## config.mk

```make
export PLATFORM = sky130hd
export DESIGN_NAME = dmem_access_seq
export DESIGN_NICKNAME = d
export VERILOG_FILES = /design/src/rtl/dmem_access_seq.sv
export SDC_FILE = /design/constraint.sdc
export NUM_CORES = 1
export LEC_CHECK = 0
export ABC_AREA = 1
export BUFFER_PORTS_ARGS = -buffer_cell sky130_fd_sc_hd__clkbuf_2
export CAP_MARGIN = 0
export CORE_MARGIN = 2
export CORE_UTILIZATION = 30
export CTS_CLUSTER_DIAMETER = 60
export DETAILED_ROUTE_END_ITERATION = 12
export HOLD_SLACK_MARGIN = 0.02
export PLACE_DENSITY = 0.59
export SETUP_SLACK_MARGIN = 0.3
export SYNTH_ARGS = -nofsm -noshare
export SYNTH_HDL_FRONTEND = slang
export SYNTH_SLANG_ARGS = --single-unit
export TNS_END_PERCENT = 20
```

## constraint.sdc

```tcl
create_clock -name i_clk -period 1.49 [get_ports i_clk]
set_input_delay 0 -clock i_clk [delete_from_list [all_inputs] [get_ports i_clk]]
set_output_delay 0 -clock i_clk [all_outputs]
set_load 0.01 [all_outputs]
```

## src/rtl/dmem_access_seq.sv

```systemverilog
// ---------------------------------------------------------------------------
// dmem_access_seq
//
// Load/store sequencer between the core memory stage and a word-wide data
// BRAM. Takes one access at a time, splits accesses that straddle a 32-bit
// word boundary into a lo/hi word pair, steers store lanes / byte enables,
// and gathers, aligns and extends load data per RISC-V funct3.
//
// Ports
//   i_clk, i_reset_n          clock, async active-low reset
//   i_req_*  / o_req_ready    request channel (we, funct3, byte addr, wdata)
//   o_mem_*  / i_mem_rdata    BRAM port; rdata valid RD_LATENCY after o_mem_en
//   o_rsp_*  / i_rsp_ready    response channel (extended data, illegal-funct3 err)
// ---------------------------------------------------------------------------
module dmem_access_seq #(
    parameter int ADDR_W     = 12,
    parameter int RD_LATENCY = 1
) (
    input  logic              i_clk,
    input  logic              i_reset_n,
    input  logic              i_req_valid,
    output logic              o_req_ready,
    input  logic              i_req_we,
    input  logic [2:0]        i_req_funct3,
    input  logic [31:0]       i_req_addr,
    input  logic [31:0]       i_req_wdata,
    output logic              o_mem_en,
    output logic [3:0]        o_mem_we,
    output logic [ADDR_W-1:0] o_mem_addr,
    output logic [31:0]       o_mem_wdata,
    input  logic [31:0]       i_mem_rdata,
    output logic              o_rsp_valid,
    input  logic              i_rsp_ready,
    output logic [31:0]       o_rsp_data,
    output logic              o_rsp_err
);

    typedef enum logic [2:0] {
        S_IDLE,
        S_ISSUE_LO,
        S_ISSUE_HI,
        S_WAIT,
        S_RESP
    } state_t;

    state_t state_q, state_d;

    // registered request
    logic [ADDR_W+1:0] addr_q;
    logic              we_q;
    logic [2:0]        f3_q;
    logic [31:0]       wdata_q;
    logic              split_q;
    logic              err_q;

    // gathered read words
    logic [31:0]       lo_q, hi_q;

    // read-return tracking: bit i set means a strobe issued i+1 cycles ago
    logic [RD_LATENCY-1:0] lo_vld_pipe, hi_vld_pipe;
    logic                  lo_strb, hi_strb, last_cap;

    // request decode
    logic       accept;
    logic [1:0] req_off, req_sz;
    logic       req_err, req_split;

    // only the BRAM-addressable part of the byte address is used
    logic unused_addr_bits;
    assign unused_addr_bits = ^i_req_addr[31:ADDR_W+2];

    assign req_off = i_req_addr[1:0];
    assign req_sz  = i_req_funct3[1:0];
    assign accept  = i_req_valid && (state_q == S_IDLE);

    always_comb begin
        if (i_req_we)
            req_err = (req_sz == 2'b11);
        else
            req_err = (i_req_funct3 == 3'b011) || (i_req_funct3[2:1] == 2'b11);
    end

    assign req_split = ((req_sz == 2'b01) && (req_off == 2'b11)) ||
                       ((req_sz == 2'b10) && (req_off != 2'b00));

    // store lane steering over a 64-bit lo/hi window
    logic [1:0]  off_q;
    logic [3:0]  size_mask;
    logic [7:0]  mask8;
    logic [63:0] data64;

    assign off_q = addr_q[1:0];

    always_comb begin
        case (f3_q[1:0])
            2'b00:   size_mask = 4'b0001;
            2'b01:   size_mask = 4'b0011;
            default: size_mask = 4'b1111;
        endcase
    end

    assign mask8  = {4'b0000, size_mask} << off_q;
    assign data64 = {32'd0, wdata_q} << {off_q, 3'b000};

    // word addresses; hi wraps naturally at the top of memory
    logic [ADDR_W-1:0] lo_addr, hi_addr;
    assign lo_addr = addr_q[ADDR_W+1:2];
    assign hi_addr = lo_addr + ADDR_W'(1);

    assign lo_strb  = (state_q == S_ISSUE_LO) && !we_q;
    assign hi_strb  = (state_q == S_ISSUE_HI) && !we_q;
    assign last_cap = split_q ? hi_vld_pipe[RD_LATENCY-1] : lo_vld_pipe[RD_LATENCY-1];

    // ------------------------------------------------------------------
    // state register
    // ------------------------------------------------------------------
    always_ff @(posedge i_clk or negedge i_reset_n) begin
        if (!i_reset_n)
            state_q <= S_IDLE;
        else
            state_q <= state_d;
    end

    // ------------------------------------------------------------------
    // next state and outputs
    // ------------------------------------------------------------------
    always_comb begin
        state_d     = state_q;
        o_req_ready = 1'b0;
        o_mem_en    = 1'b0;
        o_mem_we    = 4'b0000;
        o_mem_addr  = '0;
        o_mem_wdata = 32'd0;
        o_rsp_valid = 1'b0;

        case (state_q)
            S_IDLE: begin
                o_req_ready = 1'b1;
                if (accept)
                    state_d = req_err ? S_RESP : S_ISSUE_LO;
            end
            S_ISSUE_LO: begin
                o_mem_en   = 1'b1;
                o_mem_addr = lo_addr;
                if (we_q) begin
                    o_mem_we    = mask8[3:0];
                    o_mem_wdata = data64[31:0];
                end
                state_d = split_q ? S_ISSUE_HI : S_WAIT;
            end
            S_ISSUE_HI: begin
                o_mem_en   = 1'b1;
                o_mem_addr = hi_addr;
                if (we_q) begin
                    o_mem_we    = mask8[7:4];
                    o_mem_wdata = data64[63:32];
                end
                state_d = S_WAIT;
            end
            S_WAIT: begin
                // stores need no read return: a single cycle here
                if (we_q || last_cap)
                    state_d = S_RESP;
            end
            S_RESP: begin
                o_rsp_valid = 1'b1;
                if (i_rsp_ready)
                    state_d = S_IDLE;
            end
            default: state_d = S_IDLE;
        endcase
    end

    // ------------------------------------------------------------------
    // request capture and read gather
    // ------------------------------------------------------------------
    always_ff @(posedge i_clk or negedge i_reset_n) begin
        if (!i_reset_n) begin
            addr_q      <= '0;
            we_q        <= 1'b0;
            f3_q        <= 3'b000;
            wdata_q     <= 32'd0;
            split_q     <= 1'b0;
            err_q       <= 1'b0;
            lo_q        <= 32'd0;
            hi_q        <= 32'd0;
            lo_vld_pipe <= '0;
            hi_vld_pipe <= '0;
        end else begin
            lo_vld_pipe[0] <= lo_strb;
            hi_vld_pipe[0] <= hi_strb;
            for (int i = 1; i < RD_LATENCY; i++) begin
                lo_vld_pipe[i] <= lo_vld_pipe[i-1];
                hi_vld_pipe[i] <= hi_vld_pipe[i-1];
            end

            if (accept) begin
                addr_q  <= i_req_addr[ADDR_W+1:0];
                we_q    <= i_req_we;
                f3_q    <= i_req_funct3;
                wdata_q <= i_req_wdata;
                split_q <= req_split;
                err_q   <= req_err;
                lo_q    <= 32'd0;
                hi_q    <= 32'd0;
            end else begin
                if (lo_vld_pipe[RD_LATENCY-1])
                    lo_q <= i_mem_rdata;
                if (hi_vld_pipe[RD_LATENCY-1])
                    hi_q <= i_mem_rdata;
            end
        end
    end

    // ------------------------------------------------------------------
    // load align / extend
    // ------------------------------------------------------------------
    logic [31:0] rsp_word, rsp_ext;

    assign rsp_word = 32'({hi_q, lo_q} >> {off_q, 3'b000});

    always_comb begin
        case (f3_q)
            3'b000:  rsp_ext = {{24{rsp_word[7]}},  rsp_word[7:0]};
            3'b001:  rsp_ext = {{16{rsp_word[15]}}, rsp_word[15:0]};
            3'b100:  rsp_ext = {24'd0, rsp_word[7:0]};
            3'b101:  rsp_ext = {16'd0, rsp_word[15:0]};
            default: rsp_ext = rsp_word;
        endcase
    end

    // response fields are only meaningful while presenting a response
    assign o_rsp_err  = (state_q == S_RESP) && err_q;
    assign o_rsp_data = ((state_q == S_RESP) && !err_q && !we_q) ? rsp_ext : 32'd0;

endmodule
```

Word level (Yosys, flattened, before mapping)
Cells that the tools add are included.
{"block": "totals", "in_bits": 104, "regBits": 121, "elab_cells": 78, "out_inout_bits": 84}
{"block": "classes", "n_mux": 25, "reduce_logical": 21, "eq_ne": 17, "add_sub_neg": 1, "shift": 3}
{"operator": "two-way mux 32 bit", "n": 7}
{"operator": "one-hot mux 32 bit (4 select lines)", "n": 1}
{"operator": "one-hot mux 32 bit (2 select lines)", "n": 1}
{"operator": "left shift 32 x 5 -> 64 bit", "n": 1}
{"operator": ">> shifter 64 x 5 -> 32 bit", "n": 1}
{"operator": "one-hot mux 12 bit (2 select lines)", "n": 1}
{"operator": "one-hot mux 4 bit (2 select lines)", "n": 2}
{"operator": "one-hot mux 3 bit (5 select lines)", "n": 1}
{"operator": "adder 12 x 1 -> 12 bit, second input constant", "n": 1}
{"operator": "two-way mux 3 bit", "n": 4}
{"operator": "== test 3 x 2 -> 1 bit, second input constant", "n": 3}
{"operator": "== test 3 bit, second input constant", "n": 3}
{"operator": "== test 2 bit, second input constant", "n": 4}
{"operator": "logical AND 1 bit", "n": 8}
{"operator": "two-way mux 4 bit", "n": 2}
{"operator": "left shift 4 x 2 -> 8 bit", "n": 1}
{"operator": "== test 3 x 1 -> 1 bit, second input constant", "n": 2}
{"operator": "logical NOT 3 bit", "n": 2}
{"operator": "two-way mux 1 bit", "n": 6}
{"operator": "inequality test 2 bit, second input constant", "n": 3}
{"operator": "nonzero test 2 bit", "n": 3}
{"operator": "== test 2 x 1 -> 1 bit, second input constant", "n": 2}
{"operator": "logical OR 1 bit", "n": 3}
{"operator": "AND reduction 3 bit", "n": 1}
{"operator": "3 further kinds", "n": 4}

Depth between registers and ports, before layout
{"block": "logic_depth", "ltp_word": 6, "ltp_mapped": 11, "mapped_depth_nobuf": 9}

Least setup slack after synthesis
No wires, ideal clock.
{"block": "synth_timing", "path_kind": "reg-to-reg", "from": "register state_q[1]", "to": "register lo_q[25]", "required_ps": 1370, "setup_ps": 120, "setup_slack_ps": 146, "arrival_time_ps": 1224, "synth_period_minus_slack_ps": 1344, "stages_incl_launch_ff": 10, "n_path_buf": 1, "path_cell_list": "dfrtp_1 -> nor2_2 -> nand2_2 -> inv_2 -> nand2_2 -> nand2_1 -> inv_2 -> buf_2 -> a21boi_0 -> inv_1"}
{"block": "synth_via", "elab_chain_cells": 3, "word_cells_on_any_way": 4, "classes_between": "mux: 1; reduce/logical: 3"}
{"item": "start, declared", "line_no": "46", "rtl": "state_t state_q, state_d;"}
{"item": "start signal, assigned", "line_no": "121", "rtl": "state_q <= state_d;"}
{"item": "logical NOT 3 bit *", "line_no": "74", "rtl": "assign accept = i_req_valid && (state_q == S_IDLE);"}
{"item": "logical AND 1 bit *", "line_no": "74"}
{"item": "two-way mux 32 bit or nonzero test 2 bit (tied branches)"}
{"item": "end signal, assigned", "line_no": "208", "rtl": "lo_q <= i_mem_rdata;"}
{"item": "end, declared", "line_no": "57", "rtl": "logic [31:0] lo_q, hi_q;"}
Every way passes the cells marked *; elsewhere a longest branch is shown, timed or not.
A chain may end at the register's enable or synchronous reset.

Worst setup path in the final report
{"block": "layout_timing", "from": "register addr_q[0]", "to": "output o_rsp_data[30]"}
{"block": "layout_via", "elab_chain_cells": 3}
{"item": "start, declared", "line_no": "49", "rtl": "logic [ADDR_W+1:0] addr_q;"}
{"item": "start signal, assigned", "line_no": "198", "rtl": "addr_q <= i_req_addr[ADDR_W+1:0];"}
{"item": ">> shifter 64 x 5 -> 32 bit", "line_no": "220", "rtl": "assign rsp_word = 32'({hi_q, lo_q} >> {off_q, 3'b000});"}
{"item": "one-hot mux 32 bit (4 select lines)", "line_no": "223", "rtl": "case (f3_q)"}
{"item": "two-way mux 32 bit", "line_no": "234", "rtl": "assign o_rsp_data = ((state_q == S_RESP) && !err_q && !we_q) ? rsp_ext : 32'd0;"}
{"item": "end, declared", "line_no": "34", "rtl": "output logic [31:0] o_rsp_data,"}
No other way between the ends.

==> flow_summary.ini <==
[outcome]
status = complete, but fails checks
violations = negative setup slack

[sta]
hold_viol = 0
layout_min_cycle_time_ns = 1.99
min_period_over_period = 1.34
finalSetupViolCount = 89
finalClockSkew_ns = 0.00606
fmax_mhz = 502
worstMarginPinSlew_ns = 0.367
whs_ns = 0.107
timing.final.ws_setup_ns = -0.501
final-max-slew-violation-count = 0
max_slew_margin = 0.754
rsz0062_at_grt = true

[global_route]
grt_first_pass_wirelength_um = 38900
grt_pass1_vias = 7567
grt_start_max_net_pins = 62
antenna_found_initial = 0
grt.total_usage = 0.204
grt_overflow_total = 0

[clocking]
clk_path_buf_depth = 2
clk_pin_slew_worst_paths_ns = 0.06
numCtsBuffers = 17
cts.sinks = 113
tritoncts = yes
root_buffer = clkbuf_16
htree_levels = 4
clock_latency_ns = 0.42

[setup_path]
worst-path-max-fanout = 7
worst-setup-path-type = flop to primary output
crit_path_end_kind = primary output
critical_path_buf_inv_count = 5
cp.required_ns = 1.49
path_delay_family = buffers and inverters
crit_arrival_ns = 1.99
cp-start-kind = flop
max_stage_delay_ns = 0.44
path_cells = buf_12 > buf_12 > buf_6 > nand2_2 > o21ai_2 > nor2_2 > nor2_1 > nor2_1 > nand2_2 > inv_1 > buf_2
critPathSlowestCell = dfrtp_2

[floorplan]
core_um2 = 22600
ioPinCount = 188
num_rows = 55
die_w_um = 156
die_area_um2 = 24300
start_util = 0.305
fp.dieH_um = 156

[synthesis]
ys_seq_area_frac = 0.409
synth_common_cells = nand2_1 (372), o21ai_0 (144), dfrtp_1 (113), inv_1 (73), nor2_1 (72)
synth_top_area_share = 0.409
async_flop_share = 1.00
ys_ff_latch = 113
avgSynthCellArea_um2 = 6.82
netlist_instances = 1013
synth.most_common_cell = nand2_1
synth.net_count = 1118
synth_area_um2 = 6910
synth_edf_count = 0
synth_top_cell_by_area = dfrtp_1
synthFlopType = dfrtp_1
yosysUniqueCellTypes = 39
synth_area_leaders = dfrtp_1 (41%), nand2_1 (20%), o21ai_0 (10%), nand3_1 (4.4%), inv_1 (4.0%)
synth_warnings = 0

[finish]
nFillCells = 2196
diodes = 0
final_util = 0.492
multi_input_area_um2 = 4070
ff_latch_area_um2 = 2830
drive_above_1_share = 0.358
nets = 1438
syn2layout_area_growth_pct = 61.2

[pwr]
cellPowerDensity_nw_per_um2 = 2000
combPwrFrac = 0.573
cellLeakagePower_uw = 0.00550
p_sw_uw = 10200
max-vdd-ir-drop_mv = 1.10
p_int_uw = 12100
netSwitchingFraction = 0.458
p_seq_frac = 0.245
clockPowerShare = 0.182

[worst_hold_path]
hp-class = primary input to async pin

[routing]
vias_per_cell = 4.88
drt_iter0_drc = 463
avgRoutedWirePerCell_um = 15.8
vias = 7956
drc = 0
ant_nets = 0
dr.pass1.iters = 5
drt_wl_total_um = 25700

[placement]
place_congestion = 0.904
portBuffers = 169
place_hpwl_um = 17400

[run]
maxCapViolCount = 0
final cells by class:
cell class / count / share of cell area
multi-input combinational: 760 / 0.366
timing repair buffer: 360 / 0.265
sequential: 113 / 0.254
clock buffer: 19 / 0.0398
tap: 285 / 0.0320
inverter: 81 / 0.0311
clock inverter: 13 / 0.0124
path summary, 6_finish.rpt:
| check | start | to | cells after the start | slack (ns) |
|---|---|---|---|---|
| worst min register to register | lo_q[17]$_DFFE_PN0P_ | lo_q[17]$_DFFE_PN0P_ | 2 | 0.49 |
| worst min-delay path | i_reset_n | addr_q[7]$_DFFE_PN0P_ | 3 | 0.11 |
| max in group asynchronous | i_reset_n | lo_q[21]$_DFFE_PN0P_ | 3 | 1.04 |
| min in group i_clk | i_req_addr[10] | addr_q[10]$_DFFE_PN0P_ | 4 | 0.31 |
| worst max-delay path | addr_q[0]$_DFFE_PN0P_ | o_rsp_data[30] | 11 | -0.50 |
| worst max register to register | state_q[0]$_DFFE_PN0P_ | state_q[0]$_DFFE_PN0P_ | 9 | -0.04 |
cells in the final DEF (no fill, tap or decap), types with 25 or more instances in the layout:
master and instances:
a21oi_1 25, buf_2 47, buf_4 62, buf_6 35, clkbuf_2 109, dfrtp_1 111
dlygate4sd3_1 85, inv_1 61, nand2_1 322, nand2_2 48, nand3_1 51, nor2_1 40
o21ai_0 50, o21ai_1 79
state kept, by name (all words and copies together) (netlist names):
name         cells
addr_q          14
hi_q            24
state_q          3
err_q            1
lo_vld_pipe      1
lo_q            32
split_q          1
f3_q             3
hi_vld_pipe      1
wdata_q         32
we_q             1
timing repair:
item | 4_1_cts | 5_1_grt
buffers inserted | 6 | 23
pin swaps | 28 | 32
hold endpoints to repair | 223 | 0
resized for setup | 111 | 233
endpoints found under the setup margin | 193 | 194
hold buffers | 85 | 0
cloned | 0 | 6
cells by family after synthesis:
logic type,share of synthesized area
flops,0.409
fa+ha+maj,0.00181
compound gates,0.171
mux,0.0101
buf+inv,0.0923
simple gates,0.314
xor+xnor,0.00127
per-layer routing:
metal	vias up	part of all wire	track usage	routed length (um)
li1	3912	-	-	-
met1	3718	0.46	0.282	11900
met2	280	0.46	0.315	11800
met3	46	0.051	0.0364	1310
met4	0	0.029	0.0887	744
met5	-	0	0	0
stage by stage:
| stage | cell area, um2 | instances | worst slack (ns) | TNS [ns] | power [uW] |
|---|---|---|---|---|---|
| floorplan | 7030 | 1013 | 0.224 | 0 | 11600 |
| global placement | 8560 | 1479 | -0.144 | -1.73 | 15100 |
| detailed placement | 8560 | 1479 | -0.164 | -2.29 | 15200 |
| CTS | 10300 | 1602 | -0.459 | -30.12 | 20200 |
| global route | 11100 | 1631 | -0.638 | -39.98 | 23900 |
| finish | 11100 | 1631 | -0.501 | -27.37 | 22300 |
power by group through the flow:
stage	logic, uW	registers, uW	clock network (uW)
floorplan	6600	5020	0
global placement	9710	5380	0
detailed placement	9820	5380	0
CTS	10700	5420	4120
global route	14000	5630	4250
finish	12800	5470	4050
worst register-to-register path, cell delays in order (launching register included):
cell	delay (ns)
dfrtp_1	0.40
buf_6	0.14
nand3_4	0.10
buf_8	0.15
clkinvlp_4	0.16
buf_4	0.16
a21oi_1	0.11
o21ai_0	0.09
nand2_1	0.06
nand2_1	0.04
No activity file was read; power rests on OpenSTA's default activity.
